$ cat src/rtl/adder_share_pkg.sv
// Shared types and helpers for the time-shared adder sequencer.
package adder_share_pkg;

  localparam int unsigned DATA_W = 32;

  typedef enum logic [1:0] {
    ST_IDLE = 2'd0,
    ST_EXEC = 2'd1,
    ST_RESP = 2'd2
  } state_e;

  // Two's-complement overflow: operands agree in sign, result disagrees.
  function automatic logic signed_ovf(input logic a_msb, input logic b_msb, input logic s_msb);
    return (a_msb == b_msb) && (s_msb != a_msb);
  endfunction

endpackage

$ cat src/rtl/adder_share_ctrl_rr_pick.sv
// Combinational round-robin selector: first set request after the last winner.
module rr_pick #(
  parameter int unsigned NUM_REQ = 4,
  parameter int unsigned ID_W    = 2
) (
  input  logic [NUM_REQ-1:0] i_req,
  input  logic [ID_W-1:0]    i_last,
  output logic [NUM_REQ-1:0] o_grant,
  output logic [ID_W-1:0]    o_idx,
  output logic               o_any
);

  import adder_share_pkg::*;

  int unsigned w_pos;

  // Search last+1, last+2, ... wrapping; the last winner is checked last.
  always_comb begin
    o_idx = '0;
    o_any = 1'b0;
    w_pos = 0;
    for (int unsigned k = 1; k <= NUM_REQ; k++) begin
      w_pos = (32'(i_last) + k) % NUM_REQ;
      if (!o_any && i_req[ID_W'(w_pos)]) begin
        o_any = 1'b1;
        o_idx = ID_W'(w_pos);
      end
    end
  end

  // One-hot form of the chosen index.
  always_comb begin
    o_grant = '0;
    if (o_any) begin
      o_grant = NUM_REQ'(1) << o_idx;
    end
  end

endmodule

$ cat src/rtl/adder_share_ctrl.sv
// Sequencer sharing one external 32-bit adder among NUM_REQ requesters.
module adder_share_ctrl
  import adder_share_pkg::*;
#(
  parameter int unsigned NUM_REQ = 4,
  parameter int unsigned ID_W    = 2
) (
  input  logic                        clock,
  input  logic                        reset_n,
  input  logic [NUM_REQ-1:0]          req_valid,
  output logic [NUM_REQ-1:0]          req_ready,
  input  logic [DATA_W*NUM_REQ-1:0]   req_a,
  input  logic [DATA_W*NUM_REQ-1:0]   req_b,
  input  logic [NUM_REQ-1:0]          req_sub,
  output logic [DATA_W-1:0]           adder_a,
  output logic [DATA_W-1:0]           adder_b,
  output logic                        adder_cin,
  input  logic [DATA_W-1:0]           adder_sum,
  input  logic                        adder_cout,
  output logic                        resp_valid,
  input  logic                        resp_ready,
  output logic [ID_W-1:0]             resp_id,
  output logic [DATA_W-1:0]           resp_sum,
  output logic                        resp_cout,
  output logic                        resp_ovf
);

  state_e             r_state;
  logic [ID_W-1:0]    r_last;
  logic [DATA_W-1:0]  r_op_a;
  logic [DATA_W-1:0]  r_op_b;
  logic               r_op_sub;
  logic [ID_W-1:0]    r_id;
  logic [DATA_W-1:0]  r_sum;
  logic               r_cout;
  logic               r_ovf;

  logic [NUM_REQ-1:0] w_grant;
  logic [ID_W-1:0]    w_idx;
  logic               w_any;
  logic [DATA_W-1:0]  w_sel_a;
  logic [DATA_W-1:0]  w_sel_b;
  logic               w_sel_sub;
  logic               w_ovf;

  rr_pick #(
    .NUM_REQ (NUM_REQ),
    .ID_W    (ID_W)
  ) u_rr_pick (
    .i_req   (req_valid),
    .i_last  (r_last),
    .o_grant (w_grant),
    .o_idx   (w_idx),
    .o_any   (w_any)
  );

  // Operand mux for the current arbitration winner.
  assign w_sel_a   = req_a[32'(w_idx)*DATA_W +: DATA_W];
  assign w_sel_b   = req_b[32'(w_idx)*DATA_W +: DATA_W];
  assign w_sel_sub = req_sub[w_idx];

  // Adder is configured from the operand registers; meaningful only in EXEC.
  assign adder_a   = r_op_a;
  assign adder_b   = r_op_sub ? ~r_op_b : r_op_b;
  assign adder_cin = r_op_sub;
  assign w_ovf     = signed_ovf(r_op_a[DATA_W-1], adder_b[DATA_W-1], adder_sum[DATA_W-1]);

  // Accept strobe only while idle, same cycle as the request.
  assign req_ready = (r_state == ST_IDLE) ? w_grant : '0;

  // Response channel driven straight from state and result registers.
  assign resp_valid = (r_state == ST_RESP);
  assign resp_id    = r_id;
  assign resp_sum   = r_sum;
  assign resp_cout  = r_cout;
  assign resp_ovf   = r_ovf;

  // Sequencer: grant/latch in IDLE, capture in EXEC, hold result in RESP.
  always_ff @(posedge clock or negedge reset_n) begin
    if (!reset_n) begin
      r_state  <= ST_IDLE;
      r_last   <= ID_W'(NUM_REQ - 1);
      r_op_a   <= '0;
      r_op_b   <= '0;
      r_op_sub <= 1'b0;
      r_id     <= '0;
      r_sum    <= '0;
      r_cout   <= 1'b0;
      r_ovf    <= 1'b0;
    end else begin
      case (r_state)
        ST_IDLE: begin
          if (w_any) begin
            r_op_a   <= w_sel_a;
            r_op_b   <= w_sel_b;
            r_op_sub <= w_sel_sub;
            r_id     <= w_idx;
            r_last   <= w_idx;
            r_state  <= ST_EXEC;
          end
        end
        ST_EXEC: begin
          r_sum   <= adder_sum;
          r_cout  <= adder_cout;
          r_ovf   <= w_ovf;
          r_state <= ST_RESP;
        end
        ST_RESP: begin
          if (resp_ready) begin
            r_state <= ST_IDLE;
          end
        end
        default: r_state <= ST_IDLE;
      endcase
    end
  end

endmodule

$ cat config.mk
export PLATFORM = sky130hd
export DESIGN_NAME = adder_share_ctrl
export DESIGN_NICKNAME = d
export VERILOG_FILES = /design/src/rtl/adder_share_pkg.sv /design/src/rtl/adder_share_ctrl_rr_pick.sv /design/src/rtl/adder_share_ctrl.sv
export SDC_FILE = /design/constraint.sdc
export NUM_CORES = 1
export LEC_CHECK = 0
export CAP_MARGIN = 15
export CELL_PAD_IN_SITES_DETAIL_PLACEMENT = 1
export CELL_PAD_IN_SITES_GLOBAL_PLACEMENT = 1
export CORE_ASPECT_RATIO = 1.2
export CORE_MARGIN = 10
export CORE_UTILIZATION = 27
export CTS_CLUSTER_DIAMETER = 120
export DETAILED_ROUTE_END_ITERATION = 6
export GPL_TIMING_DRIVEN = 0
export PLACE_DENSITY_LB_ADDON = 0.1
export SYNTH_ARGS = -nofsm -noshare
export SYNTH_HDL_FRONTEND = slang
export SYNTH_SLANG_ARGS = --single-unit
$ cat constraint.sdc
create_clock -name clock -period 2.5 [get_ports clock]
set_input_delay 0.5 -clock clock [delete_from_list [all_inputs] [get_ports clock]]
set_output_delay 0.5 -clock clock [all_outputs]
set_load 0.01 [all_outputs]
=== After elaboration in Yosys (flattened, before gate mapping) ===
Index checks and enable logic that the tools add are counted.

* Output and inout bits: 106
* Input port bits: 300
* Logic and storage cells: 62
* Bits in registers: 105

* Order comparisons: 5
* Bitwise gates (word level): 1
* Equality and inequality tests: 6
* Mux-type cells: 24
* Reduce and logical (&&, ||, !) cells: 10
* Shifts and indexed selects: 3
* $add $sub $neg: 4

{| class="wikitable"
|+ Operators with widths
! cell !! number
|-
| $shiftx 128x8->32 || 2
|-
| $mux 32 || 1
|-
| $not 32->32 || 1
|-
| $lt 2x3->1 const B || 5
|-
| $mux 2 || 6
|-
| $bmux 1 s2 || 5
|-
| $mux 1 || 9
|-
| $mux 4 || 2
|-
| $pmux 2 s3 || 1
|-
| $add 2x1->2 const B || 2
|-
| $add 2x2->2 const B || 2
|-
| $logic_and 1x1->1 || 4
|-
| $ne 2x1->1 const B || 2
|-
| $reduce_and 2->1 || 2
|-
| $shl 1x2->4 const A || 1
|-
| $logic_not 1->1 || 3
|-
| $eq 2x1->1 const B || 1
|-
| $eq 2x2->1 const B || 1
|-
| $logic_not 2->1 || 1
|-
| $eq 1x1->1 || 1
|-
| $ne 1x1->1 || 1
|}

=== Depth between registers and ports, before layout ===
* Depth in word-level cells: 16
* Depth in mapped cells: 8

=== By module ===
Synthesis repeated with hierarchy kept, for this count alone.

* Cells, all modules: 530
* Area, all modules: 6144.6 µm²

{| class="wikitable"
|+ By module, submodules not included
! module !! area an instance (µm²) !! sequential area each (µm²) !! instances !! cells each
|-
| adder_share_ctrl || 5943.2 || 2630.0 || 1 || 500
|-
| rr_pick || 201.4 || 0.0 || 1 || 30
|}

=== Worst setup path after synthesis ===
OpenSTA, ideal clock, no wires.

* Kind: input to output
* Start point: input req_valid[0]
* End point: output req_ready[2]
* Data required time: 2000 ps
* Stages: 6
* Data arrival time: 1743 ps
* Path buffers: 2
* Slack: 257 ps
* Cell sequence: o21ai_1 -> a21oi_2 -> or3_1 -> buf_6 -> buf_6 -> nor3_1

* Word-level cells in the longest chain between the ends: 15
* Elaborated cells between the ends (all ways): 25
* Classes of those cells: 1 x shift; 18 x mux; 6 x reduce/logical

{| class="wikitable"
|+ Ends and longest elaborated chain
! item !! line !! source
|-
| start: declaration || adder_share_ctrl.sv:10 || <nowiki>input logic [NUM_REQ-1:0] req_valid,</nowiki>
|-
| $bmux 1 s2 || adder_share_ctrl_rr_pick.sv:24 || <nowiki>if (!o_any && i_req[ID_W'(w_pos)]) begin</nowiki>
|-
| $mux 1 (not written as such) || adder_share_ctrl_rr_pick.sv:24 ||
|-
| $mux 1 || adder_share_ctrl_rr_pick.sv:24 ||
|-
| $logic_not 1->1 || adder_share_ctrl_rr_pick.sv:24 ||
|-
| $logic_and 1x1->1 || adder_share_ctrl_rr_pick.sv:24 ||
|-
| $mux 1 || adder_share_ctrl_rr_pick.sv:24 ||
|-
| $logic_not 1->1 || adder_share_ctrl_rr_pick.sv:24 ||
|-
| $logic_and 1x1->1 || adder_share_ctrl_rr_pick.sv:24 ||
|-
| $mux 1 || adder_share_ctrl_rr_pick.sv:24 ||
|-
| $logic_not 1->1 || adder_share_ctrl_rr_pick.sv:24 ||
|-
| $logic_and 1x1->1 || adder_share_ctrl_rr_pick.sv:24 ||
|-
| $mux 2 || adder_share_ctrl_rr_pick.sv:24 ||
|-
| $shl 1x2->4 || adder_share_ctrl_rr_pick.sv:35 || <nowiki>o_grant = NUM_REQ'(1) << o_idx;</nowiki>
|-
| $mux 4 * || adder_share_ctrl_rr_pick.sv:34 || <nowiki>if (o_any) begin</nowiki>
|-
| $mux 4 * || adder_share_ctrl.sv:69 || <nowiki>assign req_ready = (r_state == ST_IDLE) ? w_grant : '0;</nowiki>
|-
| end: declaration || adder_share_ctrl.sv:11 || <nowiki>output logic [NUM_REQ-1:0] req_ready,</nowiki>
|}

Every way passes the cells marked *; elsewhere a longest branch is shown, timed or not. The select of a mux whose other input is x is not followed.

=== Worst setup path after layout ===
* Start point: register r_last[1]
* End point: output req_ready[2]

* Word-level cells in the longest chain between the ends: 16
* Elaborated cells between the ends (all ways): 29
* Classes of those cells: 4 x add/sub; 1 x shift; 18 x mux; 6 x reduce/logical

{| class="wikitable"
|+ Ends and longest elaborated chain
! item !! line !! source
|-
| start: declaration || adder_share_ctrl.sv:29 || <nowiki>logic [ID_W-1:0] r_last;</nowiki>
|-
| start signal: assignment || adder_share_ctrl.sv:82 || <nowiki>r_last <= ID_W'(NUM_REQ - 1);</nowiki>
|-
| start signal: assignment || adder_share_ctrl.sv:98 || <nowiki>r_last <= w_idx;</nowiki>
|-
| $add 2x1->2 || adder_share_ctrl_rr_pick.sv:23 || <nowiki>w_pos = (32'(i_last) + k) % NUM_REQ;</nowiki>
|-
| $bmux 1 s2 || adder_share_ctrl_rr_pick.sv:24 ||
|-
| $mux 1 (not written as such) || adder_share_ctrl_rr_pick.sv:24 ||
|-
| $mux 1 || adder_share_ctrl_rr_pick.sv:24 ||
|-
| $logic_not 1->1 || adder_share_ctrl_rr_pick.sv:24 ||
|-
| $logic_and 1x1->1 || adder_share_ctrl_rr_pick.sv:24 ||
|-
| $mux 1 || adder_share_ctrl_rr_pick.sv:24 ||
|-
| $logic_not 1->1 || adder_share_ctrl_rr_pick.sv:24 ||
|-
| $logic_and 1x1->1 || adder_share_ctrl_rr_pick.sv:24 ||
|-
| $mux 1 || adder_share_ctrl_rr_pick.sv:24 ||
|-
| $logic_not 1->1 || adder_share_ctrl_rr_pick.sv:24 ||
|-
| $logic_and 1x1->1 || adder_share_ctrl_rr_pick.sv:24 ||
|-
| $mux 2 || adder_share_ctrl_rr_pick.sv:24 ||
|-
| $shl 1x2->4 || adder_share_ctrl_rr_pick.sv:35 ||
|-
| $mux 4 * || adder_share_ctrl_rr_pick.sv:34 ||
|-
| $mux 4 * || adder_share_ctrl.sv:69 ||
|}

Marked as above.

==> flow_summary.ini <==
[timing]
slew_headroom = 0.579
hold_viol_final = 0
fin_hold_ws_ns = 0.0297
period_share = 0.982
rsz0062_at_grt = yes
fmax_mhz = 408
worstMarginPinSlew_ns = 0.631
fin_worst_skew_ns = 0.0132
setup_viol = 0
period_needed_ns = 2.45
slew_violations = 0

[cells_and_area]
final_cell_mix = clkdlybuf4s50_1 (395), dfrtp_1 (102), a211oi_1 (76)
layout-drive-gt1-share = 0.177
num-nets-final = 1360
areaGrowthSynthToFinish_pct = 76.2
instances_no_fill = 1386
fillers = 2643
layout_commonest_cell = clkdlybuf4s50_1

[critical_path]
critical_path.max_stage_delay_ns = 0.57
crit_path_max_fanout = 4
crit_type = flop to output port
worstPathCellList = mux2i_2 -> o22ai_2 -> or2_1 -> buf_6 -> nor3_2 -> buf_2
cp-start-kind = flop
slowest_stage = dfstp_2
timing.critical_path.buf_inv = 2
critical-path-top-delay-family = flip-flops
required_ns = 2.00
arrival_ns = 1.95
crit_path_end_kind = output port

[hold_path]
holdCritPathClass = input pin to async pin

[detailed_routing]
routed.top_layer = met5
vias = 6664
drt-met1-wl_um = 12300
ant_nets = 0
dr.pass1.iters = 4
via_per_inst = 4.81
wl_per_cell_um = 23.2
route.detailed.drc = 0
wl_met3_um = 2500
dr_wl_met2_um = 16900
routed_wl_um = 32200
drt_iter0_markers = 174

[power_and_ir_drop]
ir_worst_vdd_uv = 439
fin_total_pwr_mw = 13.5
powerDensity_mw_per_mm2 = 1160
cellLeakagePower_nw = 4.57

[cts]
cts_tree = built
numCtsBuffers = 9
cts_root_buf = clkbuf_16
clockBufferDepth = 2
clock_latency_ns = 0.36
cts_hold_buf = 0
clock_sinks = 105
cts_max_level = 3
path_clk_slew_ns = 0.08

[flow_run]
maxCapViolCount = 0

[floorplan]
die_w_um = 163
rows = 62
io_pins = 406
dieArea_sq_mm = 0.0311
die_h_um = 191
core_area_sq_mm = 0.0240
start_util = 0.275

[synth]
synth_cell_types = 34
syn_area_sq_mm = 0.00659
yosysWarningCount = 0
synth_area_per_cell_sq_um = 10.5
ys_seq_area_frac = 0.399
synthCells = 628
yosys_register_bits = 105
synth_nets = 928

[grt]
grt_pass1_wl_um = 46900
grt_pass1_vias = 7444
overflow = 0
antenna_found_initial = 3
grt_max_degree = 71
gr-usage-all-layers = 0.198

[place]
port_buffers = 405
gp_congestion = 0.786
place_hpwl_um = 26400
dp.cells = 1354

[outcome]
status = finished, final reports clean
layer usage:
| layer | vias to the layer above | track usage |
|---|---|---|
| met4 | 4 | 0.0434 |
| met1 | 3255 | 0.214 |
| met3 | 20 | 0.0676 |
| met2 | 227 | 0.364 |
| li1 | 3158 | - |
| met5 | - | 0 |
final timing paths:
path,from,to,slack [ns],depth (start not counted)
setup reg to reg,r_last[0],r_op_b[13],0.13,9
hold reg to reg,resp_id[1],resp_id[1],0.49,1
hold / removal,reset_n,r_op_b[30],0.03,1
min in group clock,resp_id[1],resp_id[1],0.49,1
setup / recovery,r_last[1],req_ready[2],0.05,6
max in group asynchronous,reset_n,adder_cin,1.76,2
Yosys cell counts, drive strengths merged:
cell,n,area (sq um)
a211oi,130,1250
a21bo,1,10.0
a21o,2,15.0
a21oi,4,27.5
buf,41,278
clkbuf,18,67.6
dfrtp,103,2580
dfstp,2,52.6
inv,4,17.5
mux2,33,372
mux2i,66,661
nand2,32,120
nand2b,5,31.3
nor2,76,318
nor3,32,160
nor3b,36,275
nor4,1,6.26
o21ai,4,20.0
o22ai,1,6.26
o31ai,1,21.3
or2,1,6.26
or3,2,12.5
or3b,1,8.76
xnor2,1,8.76
xor2,31,272
repair_timing:
| action | in CTS | in global routing |
|---|---|---|
| buffers inserted | 15 | 4 |
| pin swaps | 7 | 5 |
| resized for setup | 57 | 10 |
| setup endpoints to repair | 35 | 10 |
cell type report:
| type | count | area [sq um] | share of cell area |
|---|---|---|---|
| Timing Repair Buffer | 425 | 4240 | 0.365 |
| Multi-Input combinational cell | 460 | 3650 | 0.315 |
| Tap cell | 320 | 400 | 0.0345 |
| Antenna cell | 1 | 2.50 | 0.000216 |
| Clock buffer | 9 | 225 | 0.0194 |
| Inverter | 4 | 17.5 | 0.00151 |
| Buffer | 55 | 364 | 0.0314 |
| Sequential cell | 105 | 2630 | 0.227 |
| Clock inverter | 7 | 76.3 | 0.00657 |
power breakdown:
group          internal (mW)  switching, mW
combinational           4.51           4.40
clock                  0.710          0.773
sequential              2.60          0.509
total                   7.82           5.68
per-stage QoR:
stage	area, sq um	util	TNS [ns]	worst slack [ns]
after global routing	11600	0.484	-0.0356	-0.0206
after detailed placement	11100	0.462	-22.48	-0.922
after global placement	11000	0.461	-410.96	-3.78
after floorplan	6590	-	0	0.257
after CTS	11600	0.482	-0.00652	-0.00576
final	11600	0.484	0	0.0461
kinds of logic after synthesis:
group | synth area share
buffers and inverters | 0.0551
muxes | 0.157
AOI/OAI and AO/OA | 0.204
xor gates and xnor gates | 0.0425
and+or+nand+nor | 0.142
DFF | 0.399
sequential cells by signal (all words and copies together), names as in the netlist:
| signal | cells |
|---|---|
| adder_a | 32 |
| adder_cin | 1 |
| r_state | 2 |
| r_last | 2 |
| resp_cout | 1 |
| resp_id | 2 |
| resp_ovf | 1 |
| resp_sum | 32 |
| r_op_b | 32 |
Note: power is estimated with default switching activity, not from simulation.
